$ cat config.mk
export PLATFORM = sky130hd
export DESIGN_NAME = dom_and_pipe
export DESIGN_NICKNAME = d
export VERILOG_FILES = /design/src/rtl/dom_pkg.sv /design/src/rtl/dom_pipe_stage.sv /design/src/rtl/dom_and_pipe.sv
export SDC_FILE = /design/constraint.sdc
export NUM_CORES = 1
export LEC_CHECK = 0
export ABC_CLOCK_PERIOD_IN_PS = 1000
export BUFFER_PORTS_ARGS = -buffer_cell sky130_fd_sc_hd__buf_4
export CORE_AREA = 2 2 39 41
export DETAILED_ROUTE_END_ITERATION = 7
export DIE_AREA = 0 0 41 43
export PLACE_DENSITY = 0.43
export SKIP_LAST_GASP = 1
export SYNTH_ARGS = -nofsm -noshare
export SYNTH_HDL_FRONTEND = slang
export SYNTH_SLANG_ARGS = --single-unit
export TNS_END_PERCENT = 50
$ cat constraint.sdc
create_clock -name clk -period 1 [get_ports clk]
set_input_delay 0.05 -clock clk [delete_from_list [all_inputs] [get_ports clk]]
set_output_delay 0.05 -clock clk [all_outputs]
set_load 0.01 [all_outputs]
$ cat src/rtl/dom_pkg.sv
// Shared helpers for the DOM-indep AND pipeline: pair enumeration and randomness sizing.
package dom_pkg;
  localparam int RAND_FRESH  = 0;
  localparam int RAND_SHARED = 1;  // deliberately insecure: every pair reuses slice 0

  function automatic int rand_words(input int d);
    return d * (d + 1) / 2;
  endfunction

  // Row-major index of pair (i,j), i<j: (0,1)=0, (0,2)=1, ..., (d-1,d)=R-1
  function automatic int pair_index(input int i, input int j, input int d);
    return i * d - (i * (i - 1)) / 2 + (j - i - 1);
  endfunction
endpackage

$ cat src/rtl/dom_pipe_stage.sv
// One valid/data register slice; loads on en, synchronous active-low reset.
module dom_pipe_stage #(
  parameter int DW = 1
) (
  input  logic          clk,
  input  logic          rst_n,
  input  logic          en,
  input  logic          in_valid,
  input  logic [DW-1:0] in_data,
  output logic          out_valid,
  output logic [DW-1:0] out_data
);
  always_ff @(posedge clk) begin
    if (!rst_n) begin
      out_valid <= 1'b0;
      out_data  <= '0;
    end else if (en) begin
      out_valid <= in_valid;
      if (in_valid) out_data <= in_data;
    end
  end
endmodule

$ cat src/rtl/dom_and_pipe.sv
// Pipelined DOM-indep masked AND of order D over W-bit shares with valid/ready flow control.
module dom_and_pipe
  import dom_pkg::*;
#(
  parameter int D         = 1,
  parameter int W         = 1,
  parameter int OUT_REG   = 0,
  parameter int RAND_MODE = 0
) (
  input  logic                         clk,
  input  logic                         rst_n,
  input  logic                         in_valid,
  output logic                         in_ready,
  input  logic [(D+1)*W-1:0]           port_a,
  input  logic [(D+1)*W-1:0]           port_b,
  input  logic [(D*(D+1)/2)*W-1:0]     port_r,
  output logic                         out_valid,
  input  logic                         out_ready,
  output logic [(D+1)*W-1:0]           port_c
);
  localparam int S  = D + 1;
  localparam int TW = S * S * W;

  // Term (k,j) lives at [(k*S+j)*W +: W]; the diagonal carries the inner product a_k&b_k.
  logic [TW-1:0]  terms;
  logic [TW-1:0]  s1_q;
  logic           s1_valid;
  logic           s1_en;
  logic [S*W-1:0] comp;

  genvar gi, gj;
  generate
    for (gi = 0; gi < S; gi++) begin : g_row
      for (gj = 0; gj < S; gj++) begin : g_col
        if (gi == gj) begin : g_inner
          assign terms[(gi*S+gj)*W +: W] = port_a[gi*W +: W] & port_b[gi*W +: W];
        end else begin : g_cross
          localparam int LO = (gi < gj) ? gi : gj;
          localparam int HI = (gi < gj) ? gj : gi;
          localparam int P  = (RAND_MODE == RAND_SHARED) ? 0 : pair_index(LO, HI, D);
          assign terms[(gi*S+gj)*W +: W] =
            (port_a[gi*W +: W] & port_b[gj*W +: W]) ^ port_r[P*W +: W];
        end
      end
    end
  endgenerate

  dom_pipe_stage #(.DW(TW)) u_s1 (
    .clk      (clk),
    .rst_n    (rst_n),
    .en       (s1_en),
    .in_valid (in_valid),
    .in_data  (terms),
    .out_valid(s1_valid),
    .out_data (s1_q)
  );

  // Domain compression only ever sees registered terms.
  always_comb begin
    comp = '0;
    for (int k = 0; k < S; k++)
      for (int j = 0; j < S; j++)
        comp[k*W +: W] = comp[k*W +: W] ^ s1_q[(k*S+j)*W +: W];
  end

  generate
    if (OUT_REG != 0) begin : g_out_reg
      logic s2_en;
      assign s2_en = !out_valid || out_ready;
      assign s1_en = !s1_valid || s2_en;
      dom_pipe_stage #(.DW(S*W)) u_s2 (
        .clk      (clk),
        .rst_n    (rst_n),
        .en       (s2_en),
        .in_valid (s1_valid),
        .in_data  (comp),
        .out_valid(out_valid),
        .out_data (port_c)
      );
    end else begin : g_out_comb
      assign s1_en     = !s1_valid || out_ready;
      assign out_valid = s1_valid;
      assign port_c    = comp;
    end
  endgenerate

  assign in_ready = s1_en;
endmodule

==> results of run 1 <==
[worst register-to-register path, delay by kind of cell, from the launching register on]
| kind | cells | cell delay, ns |
|---|---|---|
| AO/OA/AOI/OAI | 2 | 0.30 |
| flip-flops | 1 | 0.31 |
| buffers and inverters | 1 | 0.09 |
| AND/OR/NAND/NOR | 1 | 0.13 |
[path summary, 6_finish.rpt]
check,start,endpoint,slack (ns),cells past startpoint
max reg2reg,u_s1.out_valid,u_s1.out_data[2],0.08,4
min,in_valid,u_s1.out_data[1],0.06,2
min reg2reg,u_s1.out_data[0],u_s1.out_data[0],0.50,2
max,u_s1.out_valid,in_ready,0.03,3
[area by class of cell]
type	count	area, sq um	area share [%]
sequential	5	101	26.4
timing repair buffer	13	101	26.4
multi-input combinational	18	121	31.6
inverter	3	13.8	3.58
clock buffer	4	26.3	6.84
tap	16	20.0	5.21
[repair_timing]
item	in CTS	in global routing
endpoints found under the setup margin	1	1
resized for setup	2	1
pin swaps	0	0
setup buffers	0	1
[power by group through the flow]
stage	registers (mW)	clock network, mW	logic (mW)
2_1_floorplan	0.224	0	0.0439
3_3_place_gp	0.224	0	0.103
3_5_place_dp	0.225	0	0.103
4_1_cts	0.221	0.245	0.105
5_1_grt	0.223	0.255	0.119
6_report	0.221	0.238	0.108
[per-stage QoR]
stage / setup WS, ns / TNS, ns / cells / hold slack [ns]
final: 0.0343 / 0 / 59 / 0.0595
after global placement: 0.0572 / 0 / 54 / 0.309
after global routing: -0.00994 / -0.00994 / 59 / 0.0764
after detailed placement: 0.0580 / 0 / 54 / 0.309
after CTS: 0.00134 / 0 / 58 / 0.0557
after floorplan: 0.0637 / 0 / 26 / 0.160
[logic make-up (layout without fill, tap and decap cells)]
kind of cell,count (synthesis),count (layout)
AND/OR/NAND/NOR,5,5
buffers and inverters,3,20
flip-flops,5,5
AO/OA/AOI/OAI,9,9
XOR/XNOR,4,4
[registers in the layout, indices dropped and copies added (netlist names)]
| name | cells |
|---|---|
| u_s1.out_data | 4 |
| u_s1.out_valid | 1 |
[routing by layer]
metal	part of all wire, %	GRT usage [%]
met4	1.9	8.00
met5	0	0
met3	9.7	2.09
met1	50	10.3
met2	38	8.75
[layout by cell type (no fill, tap or decap)]
| master | instances |
|---|---|
| clkbuf_1 | 1 |
| clkbuf_4 | 3 |
| xor2_1 | 4 |
| inv_4 | 1 |
| buf_4 | 12 |
| dfxtp_2 | 1 |
| dfxtp_1 | 4 |
| o21ai_0 | 2 |
| nor2b_4 | 1 |
| nand2_1 | 2 |
| a311oi_1 | 2 |
| a21oi_1 | 5 |
| nand4_1 | 2 |
| buf_6 | 1 |
| inv_1 | 2 |
==> out/metrics.csv, run 1 <==
stage,metric,value,unit
power,power_switching,0.141,mW
setup_path,critPathMaxStageDelay,0.32,ns
setup_path,end_kind,output pin,
logic_synthesis,synthCells,26,
timing,fmax,1040,MHz
timing,maxSlewViolCount,0,
place,place_congestion,0.633,
logic_synthesis,synth-async-reset-ratio,0,%
global_route,grt_overflow,0,
timing,period_needed,0.966,ns
logic_synthesis,synth.area.top_cells,"dfxtp_1 (43%), xor2_1 (15%), a21oi_1 (11%)",
routing,drtIter0Drc,2,
routing,firstDrtPassIters,2,
power,ir_worst_vdd,0.430,mV
power,p_per_area,1480,nW/um^2
floorplan,row_count,14,
logic_synthesis,synth_fp_nets,35,
routing,routed_wl,537,um
power,p_sw_share,25.0,%
hold_path,worstHoldPathType,input port to register,
logic_synthesis,synth-simple-area-share,14.5,%
logic_synthesis,synth_compound_area_share,22.6,%
power,combPwrFrac,19.0,%
setup_path,start_kind,register,
power,p_leak,0.178,nW
timing,finalHoldViolCount,0,
final_layout,fillers,159,
run_status,status,finished clean,
floorplan,start_util,16.8,%
logic_synthesis,yosys_warnings,0,
final_layout,fin_nets,53,
global_route,gr-usage-all-layers,7.63,%
cts,numCtsBuffers,3,
logic_synthesis,synth_top_area_share,43.0,%
timing,relSlewSlack,86.6,%
logic_synthesis,synth_largest_area_cell,dfxtp_1,
global_route,grt_pass1_vias,235,
floorplan,fp.coreArea,1380,sq um
power,p_seq_share,39.0,%
global_route,grt_max_degree,9,
place,placed_area,343,sq um
timing,worst_pin_slew,0.200,ns
power,clock_power_share,42.0,%
floorplan,die_w,41,um
setup_path,worstPathCellList,"nor2b_4, inv_4, buf_6",
cts,clk_pin_slew,0.05,ns
final_layout,syn_to_final_growth,65.1,%
cts,htreeDepth,1,
floorplan,num_io_pins,13,
routing,via_count,248,
timing,finalClockSkew,0.00674,ns
logic_synthesis,avgSynthCellArea,8.95,sq um
place,portBuffers,12,
routing,vias_per_cell,4.20,
flow_run,maxCapViolCount,0,
global_route,grt_pass1_wl,883,um
routing,antenna_left,0,
floorplan,die_y,43,um
timing,setup_viol,0,
cts,root_buffer,clkbuf_4,
logic_synthesis,synthAdderAreaFrac,0,%
final_layout,num_antenna_cells,0,
logic_synthesis,synth_area,233,sq um
logic_synthesis,synth_top_family_by_area,compound AO/OA/AOI/OAI gates,
setup_path,critPathMaxFanout,8,
final_layout,drive_above_1_share,44.2,%
logic_synthesis,yosysUniqueCellTypes,10,
logic_synthesis,synth-seq-area-share,43.0,%
setup_path,worst_ep_arrival_time,0.92,ns
cts,cts_tree,built,
setup_path,path_buf_inv,2,
cts,worstSkewPairLatency,0.24,ns
setup_path,critical-path-slowest-cell,dfxtp_2,
global_route,antenna_found_initial,0,
routing,wl_per_cell,9.10,um
logic_synthesis,synth_xor_area_share,15.1,%
setup_path,cp.required,0.95,ns
cts,cts_sinks,5,
logic_synthesis,netlist_top_cells_count,"a21oi_1 (5), dfxtp_1 (5), xor2_1 (4)",
timing,rsz0062_at_grt,true,
routing,drc,0,
final_layout,fin_util,27.8,%
timing,post-route-period-util,96.6,%
logic_synthesis,synth_ff_type,dfxtp_1,
logic_synthesis,synth_edf_count,0,
power,p_total,0.567,mW
power,p_int,0.425,mW
cts,ctsHoldBuffers,0,
logic_synthesis,synthMuxAreaShare,0,%
logic_synthesis,ys_ff_latch,5,
setup_path,worstSetupPathType,register to output pin,
floorplan,die_area,1760,sq um
setup_path,path_delay_family,flip-flops,
cts,cts_max_path_buffers,2,
final_layout,fin_area,384,sq um
Note: power is estimated with default switching activity, not from simulation.
==> run 2, diff against run 1 <==
--- a/config.mk
+++ b/config.mk
@@ -10,6 +10,7 @@
 export CORE_AREA = 2 2 39 41
 export DETAILED_ROUTE_END_ITERATION = 7
 export DIE_AREA = 0 0 41 43
+export MAX_ROUTING_LAYER = met4
 export PLACE_DENSITY = 0.43
 export SKIP_LAST_GASP = 1
 export SYNTH_ARGS = -nofsm -noshare
==> run 2 against run 1 <==
Net effect: flip-flop and latch count unchanged; first-iteration DRC count unchanged; cell count unchanged; clock skew unchanged; maximum frequency about the same; worst hold slack about the same; non-clock buffer count unchanged.
==> out/metrics.csv, run 2 (synthesis results as in run 1) <==
stage,metric,value,unit,change
power,p_per_area,1480,nW/um^2,about the same
floorplan,start_util,16.8,%,unchanged
cts,cts_max_path_buffers,2,,unchanged
final_layout,fin_cells,59,,unchanged
routing,drtIter0Drc,2,,unchanged
timing,relSlewSlack,86.6,%,unchanged
global_route,antenna_found_initial,0,,unchanged
timing,worst_slack,0.0343,ns,-0.0000179 ns
hold_path,holdPathStages,2,,unchanged
routing,antenna_left,0,,unchanged
timing,holdWs,0.0595,ns,+0.0000170 ns
routing,vias_per_cell,4.20,,unchanged
routing,wl_per_cell,9.10,um,unchanged
floorplan,row_count,14,,unchanged
global_route,grt_max_degree,9,,unchanged
power,p_leak,0.178,nW,unchanged
final_layout,syn_to_final_growth,65.1,%,unchanged
routing,routed_wl,537,um,unchanged
cts,cts_tree,built,,
place,placed_area,343,sq um,unchanged
timing,finalClockSkew,0.00674,ns,unchanged
cts,numCtsBuffers,3,,unchanged
cts,cts_sinks,5,,unchanged
floorplan,die_area,1760,sq um,unchanged
cts,htreeDepth,1,,unchanged
setup_path,reg2reg_depth,4,,unchanged
final_layout,drive_above_1_share,44.2,%,unchanged
final_layout,mostFrequentLayoutCells,"buf_4 (12), a21oi_1 (5), xor2_1 (4), dfxtp_1 (4), clkbuf_4 (3)",,
setup_path,critPathMaxFanout,8,,unchanged
timing,setup_viol,0,,unchanged
place,place_congestion,0.638,,+0.81%
power,ir_worst_vdd,0.430,mV,about the same
final_layout,layout_commonest_cell,buf_4,,
final_layout,reg_top3,"u_s1.out_data: 4 flops, u_s1.out_valid: 1 flops",,
flow_run,maxCapViolCount,0,,unchanged
final_layout,fin_area,384,sq um,unchanged
routing,firstDrtPassIters,2,,unchanged
final_layout,num_antenna_cells,0,,unchanged
timing,post-route-period-util,96.6,%,about the same
run_status,status,finished clean,,
hold_path,worstHoldPathType,input port to register,,
power,p_total,0.567,mW,about the same
place,portBuffers,12,,unchanged
setup_path,end_kind,output pin,,
final_layout,fin_util,27.8,%,unchanged
setup_path,worstSetupPathType,register to output pin,,
global_route,grt_overflow,0,,unchanged
place,post-place-cells,54,,unchanged
final_layout,largest_register_ffs,4,,unchanged
final_layout,top_register,u_s1.out_data,,
routing,via_count,248,,unchanged
setup_path,worst_ep_arrival_time,0.92,ns,about the same
place,place_ws,0.0580,ns,unchanged
floorplan,fp.coreArea,1380,sq um,unchanged
global_route,grt_pass1_wl,883,um,unchanged
floorplan,die_w,41,um,unchanged
floorplan,die_y,43,um,unchanged
setup_path,cp.required,0.95,ns,about the same
timing,tns,0,ns,unchanged
cts,worstSkewPairLatency,0.24,ns,about the same
timing,finalHoldViolCount,0,,unchanged
setup_path,start_kind,register,,
timing,rsz0062_at_grt,true,,
floorplan,num_io_pins,13,,unchanged
timing,maxSlewViolCount,0,,unchanged
routing,drc,0,,unchanged
global_route,grt_pass1_vias,235,,unchanged
cts,ctsHoldBuffers,0,,unchanged
cts,root_buffer,clkbuf_4,,
global_route,gr-usage-all-layers,7.82,%,+0.19 points
cts,clk_pin_slew,0.05,ns,about the same
final_layout,fin_nets,53,,unchanged
timing,period_needed,0.966,ns,+0.0000179 ns
timing,worst_pin_slew,0.200,ns,unchanged
timing,fmax,1040,MHz,about the same
run 2: cell counts in the layout (fill, tap and decap cells not counted):
No cell type changed its count.
run 2: final timing paths:
kind | from | end | slack, ns
worst min register to register | u_s1.out_data[0] | u_s1.out_data[0] | 0.50
worst max-delay path | u_s1.out_valid | in_ready | 0.03
worst max register to register | u_s1.out_valid | u_s1.out_data[2] | 0.08
worst min-delay path | in_valid | u_s1.out_data[1] | 0.06
run 2: what timing repair did:
| action | in CTS | in global routing |
|---|---|---|
| setup endpoints to repair | 1 | 1 |
| buffers inserted | 0 | 1 |
| resized for setup | 2 | 1 |
| endpoints found under the hold margin | 0 | 0 |
run 2: area by class of cell:
class,count,area (sq um)
fill,159,1000
multi-input combinational,18,121
sequential,5,101
timing repair buffer,13,101
clock buffer,4,26.3
tap,16,20.0
inverter,3,13.8
run 2: routing by layer:
layer  up-vias  part of all wire [%]  GRT usage, %
met5         -                     0             -
met1       104                    51          10.6
met2        13                    38          8.75
met4         0                   1.9          8.00
met3         2                   8.6          1.57
li1        129                     -             -
run 2: critical path, cell delays in order, from the launching register on:
cell and delay, ns:
dfxtp_2 0.32, nor2b_4 0.16, inv_4 0.07, buf_6 0.12
run 2: report_power, final:
group	internal, mW	total, mW	switching, mW
sequential	0.213	0.221	0.00762
combinational	0.0608	0.108	0.0470
clock	0.151	0.238	0.0868
total	0.425	0.567	0.141
==> run 3, diff against run 2 <==
--- a/config.mk
+++ b/config.mk
@@ -5,13 +5,14 @@
 export SDC_FILE = /design/constraint.sdc
 export NUM_CORES = 1
 export LEC_CHECK = 0
+export ABC_AREA = 1
 export ABC_CLOCK_PERIOD_IN_PS = 1000
 export BUFFER_PORTS_ARGS = -buffer_cell sky130_fd_sc_hd__buf_4
 export CORE_AREA = 2 2 39 41
 export DETAILED_ROUTE_END_ITERATION = 7
 export DIE_AREA = 0 0 41 43
 export MAX_ROUTING_LAYER = met4
-export PLACE_DENSITY = 0.43
+export PLACE_DENSITY = 0.46
 export SKIP_LAST_GASP = 1
 export SYNTH_ARGS = -nofsm -noshare
 export SYNTH_HDL_FRONTEND = slang
==> run 3 against run 2 <==
Net effect: flip-flop and latch count unchanged; maximum frequency increased by 6.0%; count of clock-buffer cells in the layout unchanged; critical path type unchanged; largest power group unchanged.
==> out/metrics.csv, run 3 <==
stage,metric,value,unit,change
run_status,status,finished clean,,
cts,clk_pin_slew,0.04,ns,about the same
place,place_congestion,0.669,,+4.9%
global_route,antenna_found_initial,0,,unchanged
setup_path,cp.required,0.95,ns,about the same
timing,rsz0062_at_grt,false,,
cts,worstSkewPairLatency,0.24,ns,about the same
setup_path,start_kind,register,,
timing,post-route-period-util,91.1,%,-5.4 points
power,ir_worst_vdd,0.293,mV,-32%
final_layout,fin_util,29.6,%,+1.8 points
cts,cts_resized,0,,-2
floorplan,die_area,1760,sq um,unchanged
routing,routed_wl,516,um,-3.9%
routing,via_count,276,,+11%
logic_synthesis,synth_fp_nets,51,,+46%
timing,fmax,1100,MHz,+6.0%
logic_synthesis,synthCells,42,,+62%
timing,worst_pin_slew,0.119,ns,-0.0807 ns
floorplan,row_count,14,,unchanged
logic_synthesis,synth.area.top_cells,"dfxtp_1 (37%), nand2_1 (21%), nor2_1 (9.6%)",,
hold_path,hp-start,rst_n,,
power,p_int,0.434,mW,+2.1%
global_route,grt_max_degree,8,,-1
final_layout,drive_above_1_share,29.3,%,-15 points
floorplan,die_w,41,um,unchanged
hold_path,holdPathStages,3,,+1
logic_synthesis,synth_top_area_share,36.7,%,-6.3 points
routing,drc,0,,unchanged
setup_path,timing.rr.start,u_s1.out_valid,,
routing,firstDrtPassIters,4,,+2
flow_run,maxCapViolCount,0,,unchanged
setup_path,r2r_end,u_s1.out_data[2],,
timing,finalHoldViolCount,0,,unchanged
cts,root_buffer,clkbuf_4,,
floorplan,die_y,43,um,unchanged
place,placed_area,383,sq um,+12%
logic_synthesis,synth_most_common_cell,nand2_1,,
power,p_sw_share,26.2,%,+1.2 points
hold_path,min_to,u_s1.out_data[0],,
routing,drtIter0Drc,5,,+3
final_layout,syn_to_final_growth,50.0,%,
power,combPwrFrac,21.8,%,+2.8 points
timing,worst_slack,0.0887,ns,+0.0544 ns
final_layout,num_antenna_cells,0,,unchanged
final_layout,mostFrequentLayoutCells,"nand2_1 (15), buf_4 (12), nor2_1 (7)",,
final_layout,top_register,u_s1.out_data,,
routing,vias_per_cell,3.73,,-11%
power,p_per_area,1440,nW/um^2,-2.5%
logic_synthesis,synth_edf_count,0,,unchanged
hold_path,worstHoldPathType,input port to register,,
logic_synthesis,synth_area,273,sq um,+17%
floorplan,start_util,19.7,%,+2.9 points
logic_synthesis,yosysUniqueCellTypes,9,,-1
place,portBuffers,12,,unchanged
setup_path,critPathMaxFanout,2,,-6
global_route,gr-usage-all-layers,6.69,%,-1.1 points
logic_synthesis,ys_ff_latch,5,,unchanged
floorplan,fp.coreArea,1380,sq um,unchanged
logic_synthesis,avgSynthCellArea,6.49,sq um,-27%
cts,cts_sinks,5,,unchanged
timing,setup_viol,0,,unchanged
global_route,use_met2,8.13,%,-0.62 points
final_layout,largest_register_ffs,4,,unchanged
cts,htreeDepth,1,,unchanged
routing,wl_per_cell,6.97,um,-23%
cts,numCtsBuffers,3,,unchanged
timing,relSlewSlack,92.0,%,+5.4 points
cts,ctsHoldBuffers,0,,unchanged
global_route,grtUsageMet1,7.72,%,-2.9 points
floorplan,num_io_pins,13,,unchanged
logic_synthesis,netlist_top_cells_count,"nand2_1 (15), nor2_1 (7), inv_1 (6)",,
routing,antenna_left,0,,unchanged
setup_path,worst_ep_arrival_time,0.86,ns,-0.06 ns
place,place_ws,0.222,ns,+0.164 ns
final_layout,fin_area,409,sq um,+6.5%
logic_synthesis,synth-seq-area-share,36.7,%,-6.3 points
global_route,grt_pass1_wl,738,um,-16%
cts,cts_max_path_buffers,2,,unchanged
logic_synthesis,synth_ff_type,dfxtp_1,,
power,p_leak,0.237,nW,+33%
setup_path,r2r_slack,0.21,ns,+0.13 ns
setup_path,end_kind,output pin,,
global_route,grt_overflow,0,,unchanged
global_route,gr-usage-met3,0,%,-1.6 points
cts,post_cts_buffers,0,,unchanged
setup_path,worstSetupPathType,register to output pin,,
power,p_seq_share,38.5,%,-0.5 points
final_layout,reg_top3,"u_s1.out_data: 4 flops, u_s1.out_valid: 1 flops",,
timing,maxSlewViolCount,0,,unchanged
timing,finalClockSkew,0.000581,ns,-0.00616 ns
logic_synthesis,synth-async-reset-ratio,0,%,unchanged
power,clock_power_share,39.7,%,-2.3 points
place,dp_hpwl,408,um,
power,power_switching,0.154,mW,+9.0%
timing,tns,0,ns,unchanged
final_layout,fin_nets,68,,+28%
global_route,top_usage_layer,met4,,
cts,cts_tree,built,,
setup_path,reg2reg_depth,5,,+1
final_layout,layout_commonest_cell,nand2_1,,
logic_synthesis,yosys_warnings,0,,unchanged
global_route,grt_pass1_vias,215,,-8.5%
logic_synthesis,synth_largest_area_cell,dfxtp_1,,
timing,period_needed,0.911,ns,-0.0544 ns
-- run 3: cell count changes in the layout (fill, tap and decap cells not counted), sizes merged, moves of 3 or more --
cell | previous run | this run
inv | 3 | 6
nand3 | 0 | 3
a21oi | 5 | 1
nor2 | 0 | 7
nand2 | 2 | 17
-- run 3: cell families (layout without fill, tap and decap cells) --
kind of cell | after synthesis | in the layout | synth area share (%)
AO/OA/AOI/OAI | 2 | 2 | 4.59
XOR/XNOR | 2 | 2 | 6.42
buffers and inverters | 6 | 22 | 8.26
flip-flops | 5 | 5 | 36.7
AND/OR/NAND/NOR | 27 | 27 | 44.0
-- run 3: critical path, cell delays in order, from the launching register on --
cell and delay (ns):
dfxtp_1 0.34, xor2_1 0.15, buf_4 0.13
-- run 3: power groups by stage --
stage | clock network, mW | logic, mW | registers [mW]
detailed placement | 0 | 0.129 | 0.230
CTS | 0.245 | 0.129 | 0.227
finish | 0.234 | 0.128 | 0.227
global route | 0.250 | 0.144 | 0.228
global placement | 0 | 0.130 | 0.230
floorplan | 0 | 0.0635 | 0.230
-- run 3: per-layer routing --
metal / part of all wire [%] / wire length (um)
met1: 48 / 248
met2: 43 / 221
met3: 8.9 / 46
met4: 0 / 0
met5: 0 / 0
-- run 3: how the worst max path moves through the flow --
stage	from	to	slack, ns	cells after the start
floorplan	u_s1.out_valid	u_s1.out_data[1]	0.18	5
global placement	u_s1.out_valid	u_s1.out_data[1]	0.23	5
detailed placement	u_s1.out_valid	u_s1.out_data[1]	0.22	5
CTS	u_s1.out_data[0]	port_c[0]	0.06	2
global route	u_s1.out_data[2]	port_c[1]	0.02	2
finish	u_s1.out_data[0]	port_c[0]	0.09	2
-- run 3: cell type report --
class / instances / area (sq um)
clock buffer: 4 / 26.3
fill: 171 / 975
inverter: 6 / 22.5
multi-input combinational: 31 / 150
sequential: 5 / 100
tap: 16 / 20.0
timing repair buffer: 12 / 90.1
-- run 3: metrics by stage --
| stage | power (mW) | cells | hold WS, ns |
|---|---|---|---|
| final | 0.588 | 74 | 0.0734 |
| after global routing | 0.622 | 74 | 0.0730 |
| after CTS | 0.601 | 74 | 0.0657 |
| after detailed placement | 0.359 | 70 | 0.319 |
| after global placement | 0.360 | 70 | 0.315 |
| after floorplan | 0.294 | 42 | 0.170 |
